`src/rtl/note_pkg.sv`:
```
// rtl/note_pkg.sv - shared defaults, midpoint sample constant and pipeline stage encoding
package note_pkg;

  localparam int DEF_NUM_VOICES = 3;
  localparam int DEF_ADDR_W     = 12;
  localparam int DEF_DATA_W     = 8;

  // Silent (centre) value of an unsigned sample: MSB set, rest clear.
  localparam logic [DEF_DATA_W-1:0] SAMPLE_MID = {1'b1, {(DEF_DATA_W-1){1'b0}}};

  // Occupancy of the two-stage read pipeline; issue and capture overlap
  // when grants are back to back.
  typedef enum logic [1:0] {
    PS_IDLE    = 2'b00,
    PS_ISSUE   = 2'b01,
    PS_CAPTURE = 2'b10,
    PS_BOTH    = 2'b11
  } pipe_state_e;

endpackage

```
`src/rtl/wave_rom_scheduler_if.sv`:
```
// rtl/wave_rom_scheduler_if.sv - voice request, ROM and sample signals bundled with modports
interface wave_rom_scheduler_if
  import note_pkg::*;
#(
  parameter int NUM_VOICES = DEF_NUM_VOICES,
  parameter int ADDR_W     = DEF_ADDR_W,
  parameter int DATA_W     = DEF_DATA_W
);

  logic [NUM_VOICES-1:0]        req;
  logic [NUM_VOICES*ADDR_W-1:0] voice_addr;
  logic [NUM_VOICES-1:0]        voice_en;
  logic [NUM_VOICES-1:0]        ack;
  logic [ADDR_W-1:0]            rom_addr;
  logic                         rom_en;
  logic [DATA_W-1:0]            rom_data;
  logic [NUM_VOICES*DATA_W-1:0] samples;
  logic [NUM_VOICES-1:0]        sample_valid;
  logic                         busy;

  modport slave (
    input  req, voice_addr, voice_en, rom_data,
    output ack, rom_addr, rom_en, samples, sample_valid, busy
  );

  modport master (
    output req, voice_addr, voice_en, rom_data,
    input  ack, rom_addr, rom_en, samples, sample_valid, busy
  );

endinterface

```
`src/rtl/rr_arbiter.sv`:
```
// rtl/rr_arbiter.sv - round-robin pick of one requester, searching upward from a pointer
module rr_arbiter #(
  parameter int N     = 3,
  parameter int IDX_W = 2
) (
  input  logic [N-1:0]     i_req,
  input  logic [IDX_W-1:0] i_ptr,
  output logic [N-1:0]     o_grant,
  output logic [IDX_W-1:0] o_idx
);

  int   w_cand;
  logic w_found;

  // Walk candidates ptr, ptr+1, ... wrapping at N; first requester wins.
  always_comb begin
    o_grant = '0;
    o_idx   = '0;
    w_found = 1'b0;
    w_cand  = 0;
    for (int k = 0; k < N; k++) begin
      w_cand = int'(i_ptr) + k;
      if (w_cand >= N) w_cand = w_cand - N;
      if (!w_found && i_req[w_cand]) begin
        w_found          = 1'b1;
        o_grant[w_cand]  = 1'b1;
        o_idx            = w_cand[IDX_W-1:0];
      end
    end
  end

endmodule

```
`src/rtl/wave_rom_scheduler.sv`:
```
// rtl/wave_rom_scheduler.sv - shares one synchronous waveform ROM among voices; option WAVE_SCHED_SILENCE_EN
module wave_rom_scheduler
  import note_pkg::*;
#(
  parameter int NUM_VOICES = DEF_NUM_VOICES,
  parameter int ADDR_W     = DEF_ADDR_W,
  parameter int DATA_W     = DEF_DATA_W
) (
  input  logic                 clk,
  input  logic                 reset,
  wave_rom_scheduler_if.slave  bus
);

  localparam int IDX_W = (NUM_VOICES > 1) ? $clog2(NUM_VOICES) : 1;
  localparam logic [DATA_W-1:0] MID = {1'b1, {(DATA_W-1){1'b0}}};

  pipe_state_e             r_state;
  pipe_state_e             w_state_next;
  logic                    w_in_issue;
  logic                    w_in_capture;
  logic                    w_cap_next;
  logic                    w_cap_ok;

  logic [NUM_VOICES-1:0]   r_pending;
  logic [ADDR_W-1:0]       r_addr [NUM_VOICES];
  logic [IDX_W-1:0]        r_ptr;
  logic [IDX_W-1:0]        r_issue_idx;
  logic [IDX_W-1:0]        r_cap_idx;
  logic [NUM_VOICES-1:0]   r_ack;
  logic [ADDR_W-1:0]       r_rom_addr;
  logic [DATA_W-1:0]       r_samples [NUM_VOICES];
  logic [NUM_VOICES-1:0]   r_sample_valid;

  logic [NUM_VOICES-1:0]   w_grant;
  logic [IDX_W-1:0]        w_grant_idx;
  logic                    w_any;

  rr_arbiter #(.N(NUM_VOICES), .IDX_W(IDX_W)) u_arb (
    .i_req   (r_pending),
    .i_ptr   (r_ptr),
    .o_grant (w_grant),
    .o_idx   (w_grant_idx)
  );

  assign w_any        = |w_grant;
  assign w_in_issue   = (r_state == PS_ISSUE)   || (r_state == PS_BOTH);
  assign w_in_capture = (r_state == PS_CAPTURE) || (r_state == PS_BOTH);

`ifdef WAVE_SCHED_SILENCE_EN
  // A voice disabled while its read is in flight loses that read.
  assign w_cap_next = w_in_issue && bus.voice_en[r_issue_idx];
  assign w_cap_ok   = w_in_capture && bus.voice_en[r_cap_idx];
`else
  assign w_cap_next = w_in_issue;
  assign w_cap_ok   = w_in_capture;
`endif

  // Pipeline occupancy register.
  always_ff @(posedge clk) begin
    if (reset) r_state <= PS_IDLE;
    else       r_state <= w_state_next;
  end

  // Issue stage fills whenever a grant is made; capture follows issue.
  always_comb begin
    w_state_next = PS_IDLE;
    case ({w_cap_next, w_any})
      2'b01:   w_state_next = PS_ISSUE;
      2'b10:   w_state_next = PS_CAPTURE;
      2'b11:   w_state_next = PS_BOTH;
      default: w_state_next = PS_IDLE;
    endcase
  end

  // Request capture, grant issue and sample write-back.
  always_ff @(posedge clk) begin
    if (reset) begin
      r_pending      <= '0;
      r_ptr          <= '0;
      r_issue_idx    <= '0;
      r_cap_idx      <= '0;
      r_ack          <= '0;
      r_rom_addr     <= '0;
      r_sample_valid <= '0;
      for (int i = 0; i < NUM_VOICES; i++) begin
        r_addr[i]    <= '0;
        r_samples[i] <= MID;
      end
    end else begin
      // A fresh request wins over the grant clear, so it is never lost.
      r_pending <= bus.voice_en & ((r_pending & ~w_grant) | bus.req);
      for (int i = 0; i < NUM_VOICES; i++) begin
        if (bus.req[i] && bus.voice_en[i]) r_addr[i] <= bus.voice_addr[i*ADDR_W +: ADDR_W];
      end

      r_ack <= w_grant;
      if (w_any) begin
        r_rom_addr  <= r_addr[w_grant_idx];
        r_issue_idx <= w_grant_idx;
        r_ptr       <= (w_grant_idx == IDX_W'(NUM_VOICES-1)) ? '0 : w_grant_idx + IDX_W'(1);
      end
      r_cap_idx <= r_issue_idx;

      r_sample_valid <= '0;
      if (w_cap_ok) begin
        r_samples[r_cap_idx]      <= bus.rom_data;
        r_sample_valid[r_cap_idx] <= 1'b1;
      end
`ifdef WAVE_SCHED_SILENCE_EN
      for (int i = 0; i < NUM_VOICES; i++) begin
        if (!bus.voice_en[i]) r_samples[i] <= MID;
      end
`endif
    end
  end

  for (genvar gi = 0; gi < NUM_VOICES; gi++) begin : g_pack
    assign bus.samples[gi*DATA_W +: DATA_W] = r_samples[gi];
  end

  assign bus.ack          = r_ack;
  assign bus.rom_en       = w_in_issue;
  assign bus.rom_addr     = r_rom_addr;
  assign bus.sample_valid = r_sample_valid;
  assign bus.busy         = (|r_pending) | w_in_issue | w_in_capture;

endmodule
```
`src/flat_wrapper.sv`:
```
// flat-port wrapper written by rule: the top's interface ports become plain ports
module wave_rom_scheduler_flat import note_pkg::*;
#(
  parameter int NUM_VOICES = DEF_NUM_VOICES,
  parameter int ADDR_W     = DEF_ADDR_W,
  parameter int DATA_W     = DEF_DATA_W
)
  (clk, reset, bus_req, bus_voice_addr, bus_voice_en, bus_rom_data, bus_ack, bus_rom_addr, bus_rom_en, bus_samples, bus_sample_valid, bus_busy);
  wave_rom_scheduler_if #(.NUM_VOICES(NUM_VOICES), .ADDR_W(ADDR_W), .DATA_W(DATA_W)) bus_i ();
  input  logic clk;
  input  logic reset;
  input wire logic [$bits(bus_i.req)-1:0] bus_req;
  input wire logic [$bits(bus_i.voice_addr)-1:0] bus_voice_addr;
  input wire logic [$bits(bus_i.voice_en)-1:0] bus_voice_en;
  input wire logic [$bits(bus_i.rom_data)-1:0] bus_rom_data;
  output wire logic [$bits(bus_i.ack)-1:0] bus_ack;
  output wire logic [$bits(bus_i.rom_addr)-1:0] bus_rom_addr;
  output wire logic [$bits(bus_i.rom_en)-1:0] bus_rom_en;
  output wire logic [$bits(bus_i.samples)-1:0] bus_samples;
  output wire logic [$bits(bus_i.sample_valid)-1:0] bus_sample_valid;
  output wire logic [$bits(bus_i.busy)-1:0] bus_busy;
  assign bus_i.req = bus_req;
  assign bus_i.voice_addr = bus_voice_addr;
  assign bus_i.voice_en = bus_voice_en;
  assign bus_i.rom_data = bus_rom_data;
  assign bus_ack = bus_i.ack;
  assign bus_rom_addr = bus_i.rom_addr;
  assign bus_rom_en = bus_i.rom_en;
  assign bus_samples = bus_i.samples;
  assign bus_sample_valid = bus_i.sample_valid;
  assign bus_busy = bus_i.busy;
  wave_rom_scheduler #(.NUM_VOICES(NUM_VOICES), .ADDR_W(ADDR_W), .DATA_W(DATA_W)) u_core (.clk(clk), .reset(reset), .bus(bus_i));
endmodule
```
`config.mk`:
```
export PLATFORM = sky130hd
export DESIGN_NAME = wave_rom_scheduler_flat
export DESIGN_NICKNAME = d
export VERILOG_FILES = /design/src/rtl/note_pkg.sv /design/src/rtl/wave_rom_scheduler_if.sv /design/src/rtl/rr_arbiter.sv /design/src/rtl/wave_rom_scheduler.sv /design/src/flat_wrapper.sv
export SDC_FILE = /design/constraint.sdc
export NUM_CORES = 1
export LEC_CHECK = 0
export CORE_MARGIN = 8
export CORE_UTILIZATION = 45
export CTS_BUF_LIST = sky130_fd_sc_hd__clkbuf_8
export CTS_CLUSTER_DIAMETER = 50
export DETAILED_ROUTE_END_ITERATION = 12
export HOLD_SLACK_MARGIN = 0.03
export PLACE_DENSITY = 0.74
export SLEW_MARGIN = 30
export SYNTH_ARGS = -nofsm -noshare
export SYNTH_HDL_FRONTEND = slang
export SYNTH_SLANG_ARGS = --single-unit
```
`constraint.sdc`:
```
create_clock -name clk -period 4.13 [get_ports clk]
set_clock_uncertainty 0.2 [all_clocks]
set_input_delay 0.6195 -clock clk [delete_from_list [all_inputs] [get_ports clk]]
set_output_delay 0.6195 -clock clk [all_outputs]
set_load 0.01 [all_outputs]
```
=== Word level (Yosys, flattened, before mapping) ===
Memory sizes are Yosys's and may differ from the RTL's. A register that Yosys moved wholly into a read port is not among the register bits.
Index checks and enable logic that the tools add are counted.

* Word-level logic and storage cells: 112
* Output and inout port bits: 44
* Bits of input ports: 52
* Bits in writable memories: 60
* Bits in registers: 17
* Memories kept: 2

{| class="wikitable"
|+ Memory list
! name !! words !! bits a word !! rd ports !! clocked after Yosys merged registers in !! write ports !! line !! RTL
|-
| u_core.r_addr || 3 || 12 || 1 || 1 || 3 || wave_rom_scheduler.sv:25 || <nowiki>logic [ADDR_W-1:0] r_addr [NUM_VOICES];</nowiki>
|-
| u_core.r_samples || 3 || 8 || 3 || 0 || 3 || wave_rom_scheduler.sv:31 || <nowiki>logic [DATA_W-1:0] r_samples [NUM_VOICES];</nowiki>
|}

* Mux-type cells: 50
* Equal/unequal tests: 7
* Add/sub/neg operators: 6
* Order comparisons: 11
* Bitwise operators: 12
* Reductions and logical operators: 17

{| class="wikitable"
|+ Operators by type and width
! kind !! count
|-
| >= comparator 32 x 1 -> 1 bit, second input constant || 3
|-
| less-than comparator 32 x 4 -> 1 bit, second input constant || 3
|-
| two-way mux 32 bit || 3
|-
| two-way mux 12 bit || 3
|-
| two-way mux 1 bit || 27
|-
| == test 2 bit, second input constant || 5
|-
| two-way mux 2 bit || 5
|-
| logical AND 1 bit || 9
|-
| two-way mux 3 bit || 3
|-
| bitwise OR 3 bit || 3
|-
| demux 1 bit (select 2 bit) || 4
|-
| two-way mux 8 bit || 1
|-
| OR reduction 8 bit || 1
|-
| subtractor 3 x 2 -> 4 bit, second input constant || 2
|-
| AND 3 bit || 2
|-
| binary-select mux 1 bit (select 2 bit) || 3
|-
| >= comparator 3 x 2 -> 1 bit, second input constant || 2
|-
| case mux 2 bit (3 select lines) || 1
|-
| OR reduction 3 bit || 2
|-
| bitwise OR 1 bit || 5
|-
| == test 2 x 1 -> 1 bit, second input constant || 2
|-
| adder 2 x 1 -> 3 bit, second input constant || 1
|-
| adder 2 x 2 -> 3 bit, second input constant || 1
|-
| less-than comparator 2 x 3 -> 1 bit, second input constant || 1
|-
| 9 further kinds || 11
|}

=== Longest topological paths before layout ===
Gate-level depths: netlist of run 1.

* Depth after elaboration: 16
* Gate-level depth with buffers: 11
* Depth with buffers taken out: 8

=== Modules after synthesis ===
Synthesis of run 1 repeated with hierarchy kept, for this count alone.

* Cell total of the unflattened synthesis: 309
* Area, all modules: 4000.1 um^2

{| class="wikitable"
|+ Modules (own cells, without submodules)
! module !! cells an instance !! area an instance (um^2) !! sequential area each (um^2) !! times used
|-
| wave_rom_scheduler || 267 || 3692.3 || 2382.3 || 1
|-
| rr_arbiter || 42 || 307.8 || 0.0 || 1
|}

=== Worst setup path before layout of run 1 ===
Ideal clock, no wire load.

* Path kind: register to register
* Start point: register u_core.r_ptr[1]
* End point: register u_core.r_rom_addr[10] (netlist: u_core.bus.rom_addr[10]), read port of u_core.r_addr
* Data required time: 3.807 ns
* Cell stages (with the launch flop): 12
* Clock period less this slack: 2.640 ns
* Setup time: 0.123 ns
* Path slack: 1.490 ns
* Data arrival time: 2.316 ns
* Path buffers: 3
* Cell sequence: dfxtp_1 > inv_1 > ha_1 > buf_6 > mux2_4 > mux2_2 > a21oi_1 > a22o_1 > and3_1 > buf_6 > buf_6 > mux2_1

* Word-level cells in the longest chain between the ends: 13
* Elaborated cells between the ends (all ways): 50
* Classes of those cells: 5 x add/sub; 9 x order compare; 26 x mux; 2 x bitwise; 8 x reduce/logical

{| class="wikitable"
|+ Ends and longest elaborated chain
! what !! line !! RTL
|-
| start: declaration || wave_rom_scheduler.sv:26 || <nowiki>logic [IDX_W-1:0] r_ptr;</nowiki>
|-
| start signal: assignment || wave_rom_scheduler.sv:100 || <nowiki>r_ptr <= (w_grant_idx == IDX_W'(NUM_VOICES-1)) ? '0 : w_grant_idx + IDX_W'(1);</nowiki>
|-
| parallel branches: the longest is 13 deep, another holds >= comparator 32 x 1 -> 1 bit || -- ||
|-
| end: declaration || wave_rom_scheduler.sv:30 || <nowiki>logic [ADDR_W-1:0] r_rom_addr;</nowiki>
|}

Parallel ways; which one is timed is not known. The select of a mux whose other input is x is not followed.
A chain may end at the register's enable or synchronous reset.

=== Worst setup path after layout of run 1 ===
* Start point: register u_core.r_ptr[1]
* End point: register u_core.r_rom_addr[3] (netlist: u_core.bus.rom_addr[3]), read port of u_core.r_addr

Same word-level chain as after synthesis.

==> results of run 1 <==
power by group through the flow:
| stage | clock network, mW | logic, mW | registers [mW] |
|---|---|---|---|
| floorplan | 0 | 0.392 | 1.15 |
| global placement | 0 | 0.625 | 1.14 |
| detailed placement | 0 | 0.640 | 1.14 |
| CTS | 0.547 | 0.643 | 1.12 |
| global route | 0.587 | 0.700 | 1.13 |
| finish | 0.536 | 0.645 | 1.12 |
path summary, 6_finish.rpt:
check	startpoint	to	slack [ns]
max	u_core.r_ptr[1]	u_core.bus.rom_addr[3]	0.90
min	u_core.r_issue_idx[0]	u_core.r_cap_idx[0]	0.28
max reg2reg	u_core.r_ptr[1]	u_core.bus.rom_addr[3]	0.90
min reg2reg	u_core.r_issue_idx[0]	u_core.r_cap_idx[0]	0.28
logic make-up (layout without fill, tap and decap cells):
kind of cell | after synthesis | in the layout
adders and majority gates | 4 | 4
AOI/OAI and AO/OA | 37 | 37
and+or+nand+nor | 139 | 139
buffers and inverters | 37 | 132
muxes | 19 | 19
DFF | 89 | 89
layout make-up:
cell class	count	area share, %
Inverter	16	1.17
Clock buffer	9	2.42
Sequential cell	89	46.5
Multi-Input combinational cell	199	26.9
Timing Repair Buffer	100	19.3
Clock inverter	7	1.08
Tap cell	108	2.64
layer usage:
layer  global-route usage [%]  vias to the layer above
met2                     23.6                      115
met4                     6.65                        0
met3                     4.75                       13
met1                     16.3                     1258
met5                        0                        -
li1                         -                     1320
through the flow:
stage | setup WS (ns) | utilization [%]
6_report | 0.899 | 59.6
2_1_floorplan | 1.49 | -
3_5_place_dp | 0.943 | 57.4
4_1_cts | 0.924 | 59.5
3_3_place_gp | 1.00 | 57.4
5_1_grt | 0.728 | 59.6
synth_stat cells (all sizes together) (3+ instances only):
master    n
nor2     21
or2       5
buf       9
a21o      3
clkbuf   12
and2     57
nand2b    6
nand4     3
nor3b     3
mux2     16
dfxtp    29
a2111oi  12
ha        4
edfxtp   60
nand2     5
nor2b    19
mux2i     3
inv      16
a21oi     6
nor3     14
registers in the layout (all words and copies together), names as in the netlist, 3 cells and up:
register	count
u_core.bus.ack	3
u_core.bus.rom_addr	12
u_core.r_addr	36
u_core.bus.sample_valid	3
u_core.r_pending	3
u_core.r_samples	24
==> impl_metrics.py, run 1 <==
metrics = {
    "layout": {
        "final_common_cell": "clkdlybuf4s50_1",
        "nFillCells": 688,
        "multi_input_area_mm2": 0.00138,
        "nets": 471,
        "layoutNonFillerInstCount": 528,
        "layout-drive-gt1-share_pct": 8.57,
        "diodes": 0,
        "design_area_mm2": 0.00512,
        "synthToLayoutAreaGrowth_pct": 30.2,
        "most-common-layout-cells": "clkdlybuf4s50_1, edfxtp_1, and2_1",
        "seq_area_mm2": 0.00238,
    },
    "timing": {
        "tns_ns": 0,
        "fin_crit_sh_pct": 78.2,
        "worst_slew_pin_slew_ns": 0.827,
        "hold_viol": 0,
        "hold_slack_ns": 0.276,
        "max_slew_margin_pct": 44.9,
        "rsz0062_at_grt": "false",
        "max_freq_mhz": 310,
        "finalSetupViolCount": 0,
        "report.final.slew_viol_count": 0,
        "period_minus_slack_ns": 3.23,
    },
    "worst_setup_path": {
        "critical_path_class": "flip-flop to flip-flop",
        "critPathSlowestCell": "and3_1",
        "crit_cells": 8,
        "cp-end-kind": "flip-flop",
        "worst-path-max-fanout": 17,
        "path_buf_inv": 1,
        "arrival_ns": 3.27,
        "path_delay_family": "multiplexers",
        "path_cells": "inv_1 -> ha_1 -> mux2_4 -> mux2_2 -> a21oi_1 -> a22o_1 -> and3_1 -> mux2_2",
        "start_kind": "flip-flop",
        "slowest_delay_ns": 0.73,
        "crit_top_cell": "mux2_2",
        "reg2reg_depth": 8,
        "crit_required_ns": 4.17,
    },
    "clock_network": {
        "clkTransAtPathRegs_ns": 0.09,
        "cts_max_level": 3,
        "post_cts_resized": 0,
        "cts.sinks": 89,
        "cts_root_buf": "clkbuf_8",
        "insertion_delay_ns": 0.34,
        "cts_made_buffers": 9,
        "clockBufferDepth": 2,
        "post-cts-setup-buffers": 0,
        "cts_tree": "built",
        "ctsHoldBuffers": 0,
    },
    "synth": {
        "yosys.area_share.simple_pct": 20.4,
        "ys_async_sr_fraction_pct": 0,
        "synth.cell_area_mm2": 0.00393,
        "syn_area_per_cell_um2": 12.1,
        "seq_area_frac_synth_pct": 60.6,
        "synth_ff_type": "edfxtp_1",
        "yosys.area.top_type": "edfxtp_1",
        "synth_top_cell_area_share_pct": 45.8,
        "synth_cells": 325,
        "synthMuxAreaShare_pct": 5.44,
        "synth_top_family_by_area": "simple AND/OR/NAND/NOR gates",
        "synth_seq_cells": 89,
        "synth_compound_area_share_pct": 7.67,
        "synth_xor_area_share_pct": 0,
        "synthDistinctLibCells": 42,
        "postSynthNetCount": 381,
        "ys_warn_count": 0,
        "synthAdderAreaFrac_pct": 1.27,
        "synth_enable_flop_cells": 60,
        "synth_area_leaders": "edfxtp_1, dfxtp_1, and2_1",
    },
    "detailed_routing": {
        "drtAntennaViolNets": 0,
        "topRoutingLayerUsed": "met4",
        "drc_errors": 0,
        "firstDrtPassIters": 4,
        "via_count": 2706,
        "drt_iter0_drc": 94,
        "via_per_inst": 5.13,
        "drt_wl_total_um": 8310,
        "dr_wl_met3_um": 871,
        "wl_per_cell_um": 15.7,
        "wl_met1_um": 3490,
        "wl_met2_um": 3820,
    },
    "global_routing": {
        "grt_max_degree": 37,
        "grt_first_pass_wirelength_um": 13400,
        "grt_pass1_vias": 2770,
        "overflow": 0,
        "grt.total_usage_pct": 14.2,
        "antenna_found_initial": 0,
    },
    "placed_design": {
        "portBuffers": 95,
        "place_area_mm2": 0.00493,
        "placed_cells": 512,
        "gp_congestion": 0.891,
        "place_hpwl_um": 6060,
    },
    "hold_path": {
        "whs_path_depth": 1,
        "hold_class": "flip-flop to flip-flop",
    },
    "power_and_ir_drop": {
        "p_sw_uw": 687,
        "combPwrFrac_pct": 28.0,
        "worst_ir_drop_vdd_mv": 0.185,
        "swShare_pct": 29.9,
        "p_seq_share_pct": 48.7,
        "power.density_mw_per_mm2": 449,
        "internal_power_mw": 1.61,
        "p_total_mw": 2.30,
        "p_leak_nw": 1.92,
        "pwr-share-clk_pct": 23.3,
    },
    "floorplan": {
        "die_w_um": 109,
        "io_pins": 96,
        "die_area_mm2": 0.0120,
        "coreArea_mm2": 0.00859,
        "rows": 34,
        "fp.dieH_um": 109,
        "start_util_pct": 45.8,
    },
    "run": {
        "drv_cap": 0,
    },
    "status": {
        "status": "finished, final reports clean",
    },
}
Power figures use the tool's default switching activity.
==> inputs of run 2 (changes only) <==
==> constraint.sdc (replaced) <==
create_clock -name clk -period 3 [get_ports clk]
set_clock_uncertainty 0.2 [all_clocks]
set_input_delay 0.45 -clock clk [delete_from_list [all_inputs] [get_ports clk]]
set_output_delay 0.45 -clock clk [all_outputs]
set_load 0.01 [all_outputs]
==> impl_metrics.py, run 2 (synthesis results as in run 1) <==
metrics = {
    "timing": {
        "tns_ns": 0,
        "finalSetupViolCount": 0,
        "max_freq_mhz": 352,
        "report.final.slew_viol_count": 0,
        "worst_slew_pin_slew_ns": 0.611,
        "setup_ws_ns": 0.161,
        "max_slew_margin_pct": 59.1,
        "hold_viol": 0,
        "period_minus_slack_ns": 2.84,
        "fin_crit_sh_pct": 94.6,
    },
    "worst_setup_path": {
        "cp-end-kind": "flip-flop",
        "critPathSlowestCell": "dfxtp_1",
        "worst-path-max-fanout": 17,
        "critical_path_class": "flip-flop to flip-flop",
        "slowest_delay_ns": 0.34,
        "start_kind": "flip-flop",
        "crit_required_ns": 3.04,
        "path_cells": "inv_1 -> ha_2 -> mux2_4 -> mux2_2 -> a21oi_1 -> a22o_1 -> and3_1 -> buf_12 -> mux2_2",
        "arrival_ns": 2.88,
        "crit_top_cell": "mux2_2",
    },
    "layout": {
        "diodes": 0,
        "synthToLayoutAreaGrowth_pct": 34.1,
        "nets": 476,
        "layout-drive-gt1-share_pct": 10.6,
        "nFillCells": 681,
        "largest_register_ffs": 36,
        "most-common-layout-cells": "clkdlybuf4s50_1, edfxtp_1, and2_1",
        "final_common_cell": "clkdlybuf4s50_1",
        "final_util_pct": 61.4,
        "regMostFlops": "u_core.r_addr",
    },
    "detailed_routing": {
        "via_per_inst": 5.11,
        "wl_per_cell_um": 16.2,
        "drt_iter0_drc": 131,
        "via_count": 2721,
        "drtAntennaViolNets": 0,
        "drc_errors": 0,
        "firstDrtPassIters": 4,
        "drt_wl_total_um": 8630,
    },
    "clock_network": {
        "insertion_delay_ns": 0.35,
        "cts_max_level": 3,
        "cts_root_buf": "clkbuf_8",
        "clockBufferDepth": 2,
        "cts_made_buffers": 9,
        "post-cts-setup-buffers": 0,
        "cts_tree": "built",
        "cts.sinks": 89,
        "clkTransAtPathRegs_ns": 0.09,
    },
    "power_and_ir_drop": {
        "p_leak_nw": 2.00,
        "power.density_mw_per_mm2": 676,
        "swShare_pct": 26.9,
        "p_sw_uw": 961,
        "internal_power_mw": 2.61,
        "p_seq_share_pct": 43.3,
        "pwr-share-clk_pct": 29.7,
        "worst_ir_drop_vdd_mv": 0.282,
        "combPwrFrac_pct": 27.1,
    },
    "floorplan": {
        "coreArea_mm2": 0.00859,
        "io_pins": 96,
        "fp.dieH_um": 109,
        "die_area_mm2": 0.0120,
        "start_util_pct": 45.8,
        "rows": 34,
        "die_w_um": 109,
    },
    "placed_design": {
        "pre_cts_ws_ns": 0.0820,
        "place_hpwl_um": 6290,
        "portBuffers": 95,
        "gp_congestion": 0.915,
    },
    "global_routing": {
        "met1_usage_pct": 17.4,
        "grt_max_degree": 37,
        "busiest_layer": "met2",
        "grt_pass1_vias": 2831,
        "use_met3_pct": 4.63,
        "grt.total_usage_pct": 14.8,
        "overflow": 0,
        "antenna_found_initial": 0,
        "use_met2_pct": 24.6,
        "grt_first_pass_wirelength_um": 13900,
    },
    "status": {
        "status": "finished, final reports clean",
    },
    "hold_path": {
        "hold_class": "flip-flop to flip-flop",
    },
    "run": {
        "drv_cap": 0,
    },
}
run 2: stage by stage:
stage,total power [mW],std cells,area (um2),hold slack (ns)
after global placement,2.48,517,4980,0.252
after CTS,3.56,533,5250,0.286
final,3.57,533,5280,0.279
after detailed placement,2.51,517,4980,0.273
after global routing,3.73,533,5280,0.293
after floorplan,2.13,325,3930,0.244
run 2: power by group through the flow:
stage	Combinational [mW]	Clock, mW	Sequential, mW
4_1_cts	0.945	1.08	1.54
6_report	0.965	1.06	1.54
3_5_place_dp	0.940	0	1.57
2_1_floorplan	0.539	0	1.59
3_3_place_gp	0.915	0	1.57
5_1_grt	1.05	1.12	1.56
run 2: path summary, 6_finish.rpt:
path	cells past startpoint	slack, ns	start	end
setup / recovery	9	0.16	u_core.r_ptr[1]	u_core.bus.rom_addr[3]
hold / removal	1	0.28	u_core.r_issue_idx[0]	u_core.r_cap_idx[0]
setup reg to reg	9	0.16	u_core.r_ptr[1]	u_core.bus.rom_addr[3]
hold reg to reg	1	0.28	u_core.r_issue_idx[0]	u_core.r_cap_idx[0]
run 2: cell type report:
| cell class | instances | area (um2) | area share (%) |
|---|---|---|---|
| clock inverter | 7 | 141 | 2.68 |
| sequential | 89 | 2380 | 45.2 |
| inverter | 16 | 60.1 | 1.14 |
| tap | 108 | 135 | 2.56 |
| clock buffer | 9 | 124 | 2.35 |
| multi-input combinational | 199 | 1390 | 26.4 |
| timing repair buffer | 105 | 1040 | 19.7 |
run 2: layer usage:
metal	vias up	routed length [um]
met5	-	0
met4	0	132
met3	13	818
met2	109	4070
met1	1269	3610
li1	1330	-
run 2: worst max-delay path, delay by kind of cell (launching register included):
| family | cells | cell delay, ns |
|---|---|---|
| buf+inv | 2 | 0.27 |
| compound gates | 2 | 0.43 |
| fa+ha+maj | 1 | 0.30 |
| flops | 1 | 0.34 |
| mux | 3 | 0.93 |
| simple gates | 1 | 0.24 |
run 2: what timing repair did:
item,in CTS,in global routing
gates resized for setup,0,6
setup endpoints to repair,0,14
hold buffers,0,0
==> inputs of run 3 (changes only) <==
--- a/config.mk
+++ b/config.mk
@@ -12,7 +12,7 @@
 export DETAILED_ROUTE_END_ITERATION = 12
 export HOLD_SLACK_MARGIN = 0.03
 export PLACE_DENSITY = 0.74
-export SLEW_MARGIN = 30
+export RECOVER_POWER = 50
 export SYNTH_ARGS = -nofsm -noshare
 export SYNTH_HDL_FRONTEND = slang
 export SYNTH_SLANG_ARGS = --single-unit
==> impl_metrics.py, run 3 (synthesis results as in run 1) <==
metrics = {
    "layout": {
        "final_util_pct": 61.2,
        "nets": 476,
        "largest_register_ffs": 36,
        "synthToLayoutAreaGrowth_pct": 33.8,
        "regMostFlops": "u_core.r_addr",
        "final_common_cell": "edfxtp_1",
        "most-common-layout-cells": "edfxtp_1, clkdlybuf4s50_1, and2_1",
        "layout-drive-gt1-share_pct": 9.65,
        "diodes": 0,
    },
    "global_routing": {
        "grt_max_degree": 37,
        "grt_first_pass_wirelength_um": 13900,
        "overflow": 0,
        "grt.total_usage_pct": 14.8,
        "antenna_found_initial": 0,
        "grt_pass1_vias": 2831,
    },
    "worst_setup_path": {
        "slowest_delay_ns": 0.34,
        "cp-end-kind": "flip-flop",
        "crit_required_ns": 3.04,
        "arrival_ns": 2.88,
        "path_cells": "inv_1 -> ha_2 -> mux2_4 -> mux2_2 -> a21oi_1 -> a22o_1 -> and3_1 -> buf_12 -> mux2_2",
        "critical_path_class": "flip-flop to flip-flop",
        "path_buf_inv": 2,
        "crit_top_cell": "mux2_2",
        "critPathSlowestCell": "dfxtp_1",
        "path_delay_family": "multiplexers",
        "worst-path-max-fanout": 17,
        "start_kind": "flip-flop",
    },
    "clock_network": {
        "post-cts-setup-buffers": 0,
        "clockBufferDepth": 2,
        "insertion_delay_ns": 0.35,
        "cts_tree": "built",
        "cts_root_buf": "clkbuf_8",
        "clkTransAtPathRegs_ns": 0.09,
        "cts_max_level": 3,
        "cts_made_buffers": 9,
        "cts.sinks": 89,
    },
    "timing": {
        "period_minus_slack_ns": 2.84,
        "worst_slew_pin_slew_ns": 0.609,
        "max_slew_margin_pct": 59.3,
        "hold_viol": 0,
        "max_freq_mhz": 352,
        "report.final.slew_viol_count": 0,
        "fin_crit_sh_pct": 94.7,
        "finalSetupViolCount": 0,
        "setup_ws_ns": 0.160,
    },
    "placed_design": {
        "place_hpwl_um": 6290,
        "gp_congestion": 0.915,
        "pre_cts_ws_ns": 0.0820,
        "portBuffers": 95,
    },
    "run": {
        "drv_cap": 0,
    },
    "detailed_routing": {
        "drtAntennaViolNets": 0,
        "wl_per_cell_um": 16.3,
        "via_per_inst": 5.09,
        "via_count": 2715,
        "drt_iter0_drc": 149,
        "drt_wl_total_um": 8660,
        "drc_errors": 0,
        "firstDrtPassIters": 7,
    },
    "power_and_ir_drop": {
        "p_leak_nw": 2.04,
        "worst_ir_drop_vdd_mv": 0.282,
        "combPwrFrac_pct": 26.4,
        "internal_power_mw": 2.57,
        "power.density_mw_per_mm2": 671,
        "swShare_pct": 27.1,
        "p_seq_share_pct": 43.6,
        "p_sw_uw": 957,
        "pwr-share-clk_pct": 30.0,
    },
    "status": {
        "status": "finished, final reports clean",
    },
    "floorplan": {
        "start_util_pct": 45.8,
        "die_w_um": 109,
        "rows": 34,
        "coreArea_mm2": 0.00859,
        "die_area_mm2": 0.0120,
        "io_pins": 96,
        "fp.dieH_um": 109,
    },
    "hold_path": {
        "hold_class": "flip-flop to flip-flop",
    },
}
[run 3: through the flow]
| step | power [mW] | TNS (ns) | area [um2] | hold WS (ns) | cells |
|---|---|---|---|---|---|
| floorplan | 2.13 | 0 | 3930 | 0.244 | 325 |
| global placement | 2.48 | 0 | 4980 | 0.252 | 517 |
| detailed placement | 2.51 | 0 | 4980 | 0.273 | 517 |
| global route | 3.69 | -0.0360 | 5260 | 0.293 | 533 |
| CTS | 3.56 | 0 | 5250 | 0.286 | 533 |
| finish | 3.53 | 0 | 5260 | 0.280 | 533 |
[run 3: worst register-to-register path, cell delays in order (launching register included)]
cell	delay, ns
dfxtp_1	0.34
inv_1	0.10
ha_2	0.30
mux2_4	0.33
mux2_2	0.26
a21oi_1	0.17
a22o_1	0.27
and3_1	0.24
buf_12	0.17
mux2_2	0.34
[run 3: per-layer routing]
layer  vias to the layer above  track usage [%]  share of wire, %
met5                         -                0                 0
met4                         0             6.27               1.5
met3                        13             4.63               8.8
met2                        98             24.6                48
met1                      1275             17.4                42
li1                       1329                -                 -
[run 3: path summary, 6_finish.rpt]
path / start / end / slack (ns) / cells after the start
max: u_core.r_ptr[1] / u_core.bus.rom_addr[3] / 0.16 / 9
min: u_core.r_issue_idx[0] / u_core.r_cap_idx[0] / 0.28 / 1
max reg2reg: u_core.r_ptr[1] / u_core.bus.rom_addr[3] / 0.16 / 9
min reg2reg: u_core.r_issue_idx[0] / u_core.r_cap_idx[0] / 0.28 / 1
[run 3: timing repair]
item / CTS / global route
setup endpoints to repair: 0 / 14
resized for setup: 0 / 6
hold buffers: 0 / 0
[run 3: area by class of cell]
class                      instances  area (um2)
inverter                          16        60.1
timing repair buffer             105        1020
multi-input combinational        199        1390
clock buffer                       9         124
fill                             687        3330
clock inverter                     7         141
sequential                        89        2380
tap                              108         135
[run 3: power groups by stage]
stage | sequential, mW | clock [mW] | combinational [mW]
finish | 1.54 | 1.06 | 0.932
global route | 1.56 | 1.12 | 1.02
floorplan | 1.59 | 0 | 0.539
detailed placement | 1.57 | 0 | 0.940
global placement | 1.57 | 0 | 0.915
CTS | 1.54 | 1.08 | 0.945
